## config.mk

```make
export PLATFORM = sky130hd
export DESIGN_NAME = char_fifo_flat
export DESIGN_NICKNAME = d
export VERILOG_FILES = /design/src/rtl/char_fifo_if.sv /design/src/rtl/char_fifo.sv /design/src/flat_wrapper.sv
export SDC_FILE = /design/constraint.sdc
export NUM_CORES = 1
export LEC_CHECK = 0
export BUFFER_PORTS_ARGS = -buffer_cell sky130_fd_sc_hd__buf_2
export CAP_MARGIN = 40
export CELL_PAD_IN_SITES_DETAIL_PLACEMENT = 0
export CELL_PAD_IN_SITES_GLOBAL_PLACEMENT = 2
export CORE_ASPECT_RATIO = 1.2
export CORE_MARGIN = 1
export CORE_UTILIZATION = 54
export CTS_BUF_LIST = sky130_fd_sc_hd__clkbuf_8
export CTS_CLUSTER_SIZE = 8
export DETAILED_ROUTE_END_ITERATION = 10
export GPL_TIMING_DRIVEN = 0
export PLACE_DENSITY = 0.95
export RECOVER_POWER = 25
export SYNTH_ARGS = -nofsm -noshare
export SYNTH_HDL_FRONTEND = slang
export SYNTH_SLANG_ARGS = --single-unit
```

## constraint.sdc

```tcl
create_clock -name clk_tx -period 3.4 [get_ports clk_tx]
set_input_delay 0.34 -clock clk_tx [delete_from_list [all_inputs] [get_ports clk_tx]]
set_output_delay 0.34 -clock clk_tx [all_outputs]
set_load 0.005 [all_outputs]
```

## src/rtl/char_fifo_if.sv

```systemverilog
// rtl/char_fifo_if.sv - push/pop/status bundle between the character FIFO and its users
//
// Signals:
//   char_fifo_wr_en        push request
//   char_fifo_din          push data
//   char_fifo_full         occupancy == DEPTH
//   char_fifo_almost_full  occupancy >= AF_THRESH
//   char_fifo_rd_en        pop request, acknowledges the current head
//   char_fifo_dout         head data, valid while char_fifo_empty is low
//   char_fifo_empty        no valid head
//   char_fifo_count        occupancy, 0..DEPTH
//   char_fifo_clr_err      single-cycle clear of the sticky error flags
//   char_fifo_overflow     sticky: push attempted while full
//   char_fifo_underflow    sticky: pop attempted while empty
// Modports: master = producer/consumer side, slave = FIFO side.
interface char_fifo_if #(
   parameter int DATA_W = 8,
   parameter int DEPTH  = 16
);
   logic                    char_fifo_wr_en;
   logic [DATA_W-1:0]       char_fifo_din;
   logic                    char_fifo_full;
   logic                    char_fifo_almost_full;
   logic                    char_fifo_rd_en;
   logic [DATA_W-1:0]       char_fifo_dout;
   logic                    char_fifo_empty;
   logic [$clog2(DEPTH):0]  char_fifo_count;
   logic                    char_fifo_clr_err;
   logic                    char_fifo_overflow;
   logic                    char_fifo_underflow;

   modport master (
      output char_fifo_wr_en, char_fifo_din, char_fifo_rd_en, char_fifo_clr_err,
      input  char_fifo_full, char_fifo_almost_full, char_fifo_dout, char_fifo_empty,
             char_fifo_count, char_fifo_overflow, char_fifo_underflow
   );

   modport slave (
      input  char_fifo_wr_en, char_fifo_din, char_fifo_rd_en, char_fifo_clr_err,
      output char_fifo_full, char_fifo_almost_full, char_fifo_dout, char_fifo_empty,
             char_fifo_count, char_fifo_overflow, char_fifo_underflow
   );
endinterface

```

## src/rtl/char_fifo.sv

```systemverilog
// rtl/char_fifo.sv - first-word-fall-through character buffer feeding the UART transmitter
//
// Ports:
//   clk_tx        clock, all logic on the rising edge
//   rst_clk_tx_n  asynchronous active-low reset
//   fifo_if       char_fifo_if.slave: push/pop handshakes, head data, occupancy,
//                 full/almost-full/empty and sticky overflow/underflow flags
// All outputs are registered.
module char_fifo #(
   parameter int DEPTH     = 16,
   parameter int DATA_W    = 8,
   parameter int AF_THRESH = 12
) (
   input  logic        clk_tx,
   input  logic        rst_clk_tx_n,
   char_fifo_if.slave  fifo_if
);
   localparam int AW = $clog2(DEPTH);
   localparam int CW = AW + 1;

   logic [DATA_W-1:0] r_mem [DEPTH];
   logic [AW-1:0]     r_wr_ptr;
   logic [AW-1:0]     r_rd_ptr;
   logic [CW-1:0]     r_count;
   logic [DATA_W-1:0] r_dout;
   logic              r_empty;
   logic              r_full;
   logic              r_almost_full;
   logic              r_overflow;
   logic              r_underflow;

   logic              w_push;
   logic              w_pop;
   logic [AW-1:0]     w_rd_ptr_nxt;
   logic [CW-1:0]     w_old_left;
   logic [CW-1:0]     w_count_nxt;

   assign w_push = fifo_if.char_fifo_wr_en & ~r_full;
   assign w_pop  = fifo_if.char_fifo_rd_en & ~r_empty;

   // w_old_left counts entries written before this edge that remain after a pop.
   // Only those can be presented next cycle; an entry pushed on this edge becomes
   // visible one edge later, which is where the single bubble cycle comes from.
   always_comb begin
      w_rd_ptr_nxt = r_rd_ptr + AW'(w_pop);
      w_old_left   = r_count - CW'(w_pop);
      w_count_nxt  = w_old_left + CW'(w_push);
   end

   // Storage needs no reset: pointers and count define what is valid.
   always_ff @(posedge clk_tx) begin
      if (w_push) begin
         r_mem[r_wr_ptr] <= fifo_if.char_fifo_din;
      end
   end

   always_ff @(posedge clk_tx or negedge rst_clk_tx_n) begin
      if (!rst_clk_tx_n) begin
         r_wr_ptr      <= '0;
         r_rd_ptr      <= '0;
         r_count       <= '0;
         r_dout        <= '0;
         r_empty       <= 1'b1;
         r_full        <= 1'b0;
         r_almost_full <= 1'b0;
         r_overflow    <= 1'b0;
         r_underflow   <= 1'b0;
      end else begin
         if (w_push) begin
            r_wr_ptr <= r_wr_ptr + AW'(1);
         end
         r_rd_ptr      <= w_rd_ptr_nxt;
         r_count       <= w_count_nxt;
         r_full        <= (w_count_nxt == CW'(DEPTH));
         r_almost_full <= (w_count_nxt >= CW'(AF_THRESH));
         r_empty       <= (w_old_left == '0);
         // Reloading the head slot while no pop occurs is harmless: an occupied
         // slot cannot be overwritten, so dout stays stable. When nothing old is
         // left, dout simply holds its last value.
         if (w_old_left != '0) begin
            r_dout <= r_mem[w_rd_ptr_nxt];
         end
         // Set wins over clear when both happen in the same cycle.
         r_overflow  <= (fifo_if.char_fifo_wr_en & r_full) |
                        (r_overflow & ~fifo_if.char_fifo_clr_err);
         r_underflow <= (fifo_if.char_fifo_rd_en & r_empty) |
                        (r_underflow & ~fifo_if.char_fifo_clr_err);
      end
   end

   assign fifo_if.char_fifo_dout        = r_dout;
   assign fifo_if.char_fifo_empty       = r_empty;
   assign fifo_if.char_fifo_full        = r_full;
   assign fifo_if.char_fifo_almost_full = r_almost_full;
   assign fifo_if.char_fifo_count       = r_count;
   assign fifo_if.char_fifo_overflow    = r_overflow;
   assign fifo_if.char_fifo_underflow   = r_underflow;
endmodule

```

## src/flat_wrapper.sv

```systemverilog
// flat-port wrapper written by rule: the top's interface ports become plain ports
module char_fifo_flat 
#(
   parameter int DEPTH     = 16,
   parameter int DATA_W    = 8,
   parameter int AF_THRESH = 12
)
  (clk_tx, rst_clk_tx_n, fifo_if_char_fifo_wr_en, fifo_if_char_fifo_din, fifo_if_char_fifo_rd_en, fifo_if_char_fifo_clr_err, fifo_if_char_fifo_full, fifo_if_char_fifo_almost_full, fifo_if_char_fifo_dout, fifo_if_char_fifo_empty, fifo_if_char_fifo_count, fifo_if_char_fifo_overflow, fifo_if_char_fifo_underflow);
  char_fifo_if #(.DATA_W(DATA_W), .DEPTH(DEPTH)) fifo_if_i ();
  input  logic clk_tx;
  input  logic rst_clk_tx_n;
  input wire logic [$bits(fifo_if_i.char_fifo_wr_en)-1:0] fifo_if_char_fifo_wr_en;
  input wire logic [$bits(fifo_if_i.char_fifo_din)-1:0] fifo_if_char_fifo_din;
  input wire logic [$bits(fifo_if_i.char_fifo_rd_en)-1:0] fifo_if_char_fifo_rd_en;
  input wire logic [$bits(fifo_if_i.char_fifo_clr_err)-1:0] fifo_if_char_fifo_clr_err;
  output wire logic [$bits(fifo_if_i.char_fifo_full)-1:0] fifo_if_char_fifo_full;
  output wire logic [$bits(fifo_if_i.char_fifo_almost_full)-1:0] fifo_if_char_fifo_almost_full;
  output wire logic [$bits(fifo_if_i.char_fifo_dout)-1:0] fifo_if_char_fifo_dout;
  output wire logic [$bits(fifo_if_i.char_fifo_empty)-1:0] fifo_if_char_fifo_empty;
  output wire logic [$bits(fifo_if_i.char_fifo_count)-1:0] fifo_if_char_fifo_count;
  output wire logic [$bits(fifo_if_i.char_fifo_overflow)-1:0] fifo_if_char_fifo_overflow;
  output wire logic [$bits(fifo_if_i.char_fifo_underflow)-1:0] fifo_if_char_fifo_underflow;
  assign fifo_if_i.char_fifo_wr_en = fifo_if_char_fifo_wr_en;
  assign fifo_if_i.char_fifo_din = fifo_if_char_fifo_din;
  assign fifo_if_i.char_fifo_rd_en = fifo_if_char_fifo_rd_en;
  assign fifo_if_i.char_fifo_clr_err = fifo_if_char_fifo_clr_err;
  assign fifo_if_char_fifo_full = fifo_if_i.char_fifo_full;
  assign fifo_if_char_fifo_almost_full = fifo_if_i.char_fifo_almost_full;
  assign fifo_if_char_fifo_dout = fifo_if_i.char_fifo_dout;
  assign fifo_if_char_fifo_empty = fifo_if_i.char_fifo_empty;
  assign fifo_if_char_fifo_count = fifo_if_i.char_fifo_count;
  assign fifo_if_char_fifo_overflow = fifo_if_i.char_fifo_overflow;
  assign fifo_if_char_fifo_underflow = fifo_if_i.char_fifo_underflow;
  char_fifo #(.DEPTH(DEPTH), .DATA_W(DATA_W), .AF_THRESH(AF_THRESH)) u_core (.clk_tx(clk_tx), .rst_clk_tx_n(rst_clk_tx_n), .fifo_if(fifo_if_i));
endmodule
```

Word level (Yosys, flattened, before mapping)
Memories as Yosys holds them, arrays and structs flattened. A register that Yosys moved wholly into a read port is not among the register bits.
Index checks and enable logic that the tools add are counted.

cells by class
  add/subtract/negate cells = 4
  magnitude comparators = 1
  equal/unequal tests = 1
  mux-type cells = 2
  bitwise gates (word level) = 11
  reduce and logical (&&, ||, !) cells = 3

operators by type and width
  cell                                                                    number
  1-bit AND                                                               6
  5-bit by 1-bit adder with 5-bit output                                  1
  5-bit equality test (second input constant)                             1
  5-bit by 4-bit >= comparator with 1-bit output (second input constant)  1
  5-bit zero test                                                         1
  5-bit nonzero test                                                      1
  5-bit by 1-bit subtractor with 5-bit output                             1
  4-bit by 1-bit adder with 4-bit output                                  1
  4-bit by 1-bit adder with 4-bit output (second input constant)          1
  1-bit inverter                                                          3
  1-bit two-way mux                                                       2
  1-bit bitwise OR                                                        2
  1-bit zero test                                                         1

word-level totals
  bits in registers = 18
  RAM bits = 128
  input bits = 13
  output and inout bits = 18
  word-level logic and storage cells = 31
  memories kept = 1

memories
  name          depth  width  rd ports  clocked after memory_dff  write ports  RTL line         source
  u_core.r_mem  16     8      1         1                         1            char_fifo.sv:21  logic [DATA_W-1:0] r_mem [DEPTH];

Longest topological paths before layout
  depth in word-level cells = 5
  mapped depth = 9
  mapped depth without buffers = 9

Worst setup path before layout
No wires, ideal clock.

  path type = reg-to-reg
  from = reg u_core.r_empty, in the netlist u_core.fifo_if.char_fifo_empty
  to = reg u_core.r_dout[1], in the netlist u_core.fifo_if.char_fifo_dout[1] (read register of u_core.r_mem)
  data arrival time = 2196 ps
  required time = 3275 ps
  path slack = 1079 ps
  stages on the path, launching flop included = 9
  cell sequence = dfstp_2 nor2b_1 ha_1 ha_1 buf_1 mux4_1 mux2i_1 mux2i_1 mux2_2

between the ends
  elaborated cells between the ends (all ways) = 5
  those cells by class = 2 x add/sub; 2 x bitwise; 1 x reduce/logical

RTL lines
  element                                 RTL line         source
  from (decl)                             char_fifo.sv:26  logic r_empty;
  from (signal assigned)                  char_fifo.sv:76  r_empty <= (w_old_left == '0);
  1-bit inverter                          char_fifo.sv:39  assign w_pop = fifo_if.char_fifo_rd_en & ~r_empty;
  1-bit AND                               char_fifo.sv:39
  4-bit by 1-bit adder with 4-bit output  char_fifo.sv:45  w_rd_ptr_nxt = r_rd_ptr + AW'(w_pop);
  net u_core.w_rd_ptr_nxt[1]              char_fifo.sv:34  logic [AW-1:0] w_rd_ptr_nxt;
  to (decl)                               char_fifo.sv:25  logic [DATA_W-1:0] r_dout;

The timed path passes the listed nets, and every way through them passes these cells.
A chain may end at the register's enable or synchronous reset.

Final worst setup path
  from = reg u_core.r_empty, in the netlist u_core.fifo_if.char_fifo_empty
  to = reg u_core.r_dout[2], in the netlist u_core.fifo_if.char_fifo_dout[2] (read register of u_core.r_mem)

The elaborated chain is that of the path after synthesis.

==> results.ini <==
[pwr]
internal-power_uw = 4420
switching_share_pct = 30.9
total_power_uw = 6400
p_comb_share_pct = 36.8
p_sw_uw = 1980
p_leak_uw = 0.00263
clkPwrFrac_pct = 24.0
power_density_nw_per_um2 = 900
max-vdd-ir-drop_uv = 368
pwr-share-seq_pct = 39.2

[global_route]
grt_max_degree = 27
grt_overflow_total = 0
grt_pass1_vias = 3074
grt_usage_pct = 20.2
antenna_found_initial = 0
grt_pass1_wl_um = 16900

[sta]
maxSlewViolCount = 0
period_minus_slack_ns = 2.99
min_period_over_period_pct = 88.0
max_clock_freq_mhz = 334
finalSetupViolCount = 0
hold_viol = 0
fin_skew_ns = 0.00840
worst_pin_slew_ns = 0.936
layout_setup_ws_ns = 0.408
timing.setup.tns_ns = 0
relSlewSlack_pct = 37.4
rsz0062_at_grt = no

[synth]
synth.net_count = 328
synth_edf_count = 128
synth_seq_cells = 154
yosysUniqueCellTypes = 33
yosys_warnings = 0
async_flop_share_pct = 16.9
ys_seq_area_share_pct = 71.6
avgSynthCellArea_um2 = 20.6
ys.flop_type = edfxtp_1
netlist_area_um2 = 6270
postSynthCellCount = 305

[final_layout]
layout_common_cells = edfxtp_1 (128), mux4_1 (32), buf_2 (28), dfrtp_1 (25), mux2i_1 (24)
insertedDiodeCount = 0
nets = 384
fin_util_pct = 63.5
final_area_um2 = 7110
final_layout_size_suffix_gt1_share_pct = 20.1
final_common_cell = edfxtp_1
syn2layout_area_growth_pct = 13.3

[placement]
dpl_worst_slack_ns = 0.455
hpwl_um = 7430
placed_cell_area_um2 = 6650
io_buffers = 30
routabilityCongestion = 0.739

[detailed_routing]
drc = 0
wire_per_inst_um = 20.9
ant_nets = 0
dr.first_iter.drc_count = 267
via_count = 2964
wl_um = 11100
via_per_inst = 5.61
first_pass_iters = 4

[critical_path]
cp-end-kind = flip-flop
crit_slowest_cell = buf_1
cpPeakStageDelay_ns = 0.56
cp_top_family = multiplexers
path_buf_inv = 1
cp-start-kind = flip-flop
r2r_slack_ns = 0.41
worstPathRequired_ns = 3.73
crit_fanout = 10
worstReg2RegStart = u_core.fifo_if.char_fifo_empty
critPathArrivalTime_ns = 3.32
rr_endpoint = u_core.fifo_if.char_fifo_dout[2]
critPathKind = flip-flop to flip-flop
crit_chain = nor2b_1, ha_1, ha_1, buf_1, mux4_1, mux2i_1, mux2i_1, mux2_2
reg2reg_depth = 8

[cts]
clockRootBuffer = clkbuf_8
clk_pin_slew_ns = 0.08
clock_sinks = 154
cts_setup_buffers = 0
htree_levels = 4
cts_tree = yes
clk_latency_ns = 0.44
cts.path.max_buffers = 2
cts_inserted_buffers = 17

[floorplan]
ios = 31
die_x_um = 100
rows = 42
chipHeight_um = 120
design.die.area_um2 = 12100
initial_core_util_pct = 56.1
core_area_um2 = 11200

[run]
drv_cap = 0

[worst_hold_path]
min_path_cells = 2
hold_class = input port to flip-flop
hold_path_end = u_core.fifo_if.char_fifo_overflow
min_from = fifo_if_char_fifo_clr_err

[status]
status = finished clean

## worst register-to-register path, cell delays in order, from the launching register on
cell and delay, ns:
dfstp_2 0.54, nor2b_1 0.07, ha_1 0.21, ha_1 0.40, buf_1 0.56, mux4_1 0.42, mux2i_1 0.26, mux2i_1 0.13
mux2_2 0.28
## sequential cells by signal, summed over array words and instances (netlist names)
name	cells
u_core.fifo_if.char_fifo_almost_full	1
u_core.fifo_if.char_fifo_overflow	1
u_core.r_mem	128
u_core.fifo_if.char_fifo_dout	8
u_core.fifo_if.char_fifo_count	5
u_core.fifo_if.char_fifo_underflow	1
u_core.fifo_if.char_fifo_full	1
u_core.r_rd_ptr	4
u_core.r_wr_ptr	4
u_core.fifo_if.char_fifo_empty	1
## layout make-up
class,count,area (um^2)
plain buffers,11,87.6
clock buffers,18,248
clock inverters,14,205
fillers,766,4090
inverters,10,37.5
multi-input cells,130,1650
flip-flops and latches,154,4500
well taps,154,193
repair buffers,37,188
## cells by family (layout without fill, tap and decap cells)
kind of cell    Yosys count  count (layout)  share of synthesized area, %
simple gates             42              42                          3.35
mux                      64              64                          18.7
xor+xnor                  9               9                          1.85
flops                   154             154                          71.6
fa+ha+maj                10              10                          1.99
compound gates            5               5                         0.499
buf+inv                  21              90                          1.99
## Yosys cell counts, types with 3 or more instances
| master | instances | share of area, % |
|---|---|---|
| dfrtp_1 | 25 | 10 |
| nor3_1 | 5 | 0.40 |
| mux2_2 | 8 | 1.4 |
| nand2b_1 | 3 | 0.30 |
| inv_1 | 10 | 0.60 |
| nor2_1 | 13 | 0.78 |
| mux4_1 | 32 | 13 |
| nand2_1 | 8 | 0.48 |
| ha_1 | 10 | 2.0 |
| nand3_1 | 3 | 0.24 |
| mux2i_1 | 24 | 3.8 |
| xor2_1 | 3 | 0.42 |
| xnor2_1 | 4 | 0.56 |
| edfxtp_1 | 128 | 61 |
| o21ai_0 | 3 | 0.24 |
| clkbuf_1 | 4 | 0.24 |
## per-stage QoR
| step | instances | hold slack (ns) |
|---|---|---|
| 6_report | 528 | 0.0877 |
| 5_1_grt | 528 | 0.0917 |
| 4_1_cts | 527 | 0.0753 |
| 3_5_place_dp | 494 | 0.368 |
| 3_3_place_gp | 489 | 0.364 |
| 2_1_floorplan | 305 | 0.0444 |
## worst max path at each step
| stage | from | end | slack [ns] | cells after the start |
|---|---|---|---|---|
| final | u_core.fifo_if.char_fifo_empty | u_core.fifo_if.char_fifo_dout[2] | 0.41 | 8 |
| after global routing | u_core.fifo_if.char_fifo_empty | u_core.fifo_if.char_fifo_dout[2] | 0.29 | 8 |
| after CTS | u_core.fifo_if.char_fifo_empty | u_core.fifo_if.char_fifo_dout[2] | 0.39 | 8 |
| after detailed placement | fifo_if_char_fifo_rd_en | u_core.fifo_if.char_fifo_dout[2] | 0.45 | 9 |
| after global placement | fifo_if_char_fifo_rd_en | u_core.fifo_if.char_fifo_dout[1] | 0.52 | 9 |
| after floorplan | u_core.fifo_if.char_fifo_empty | u_core.fifo_if.char_fifo_dout[1] | 1.08 | 8 |
## metal layers
metal	vias up	share of wire, %	track usage (%)
met3	19	3.9	3.79
met5	-	0	0
li1	1355	-	-
met2	73	51	32.7
met1	1517	43	26.5
met4	0	2.2	9.78
## power groups by stage
stage / Clock, uW / Combinational [uW] / Sequential (uW)
global route: 1620 / 2560 / 2540
detailed placement: 0 / 2370 / 2550
global placement: 0 / 2300 / 2530
floorplan: 0 / 1710 / 2530
CTS: 1550 / 2390 / 2510
finish: 1540 / 2360 / 2510
## what timing repair did
action                    CTS  global route
hold endpoints to repair   25             0
gates resized for setup     0             0
hold buffers                1             0
(Power assumes the default switching activity.)
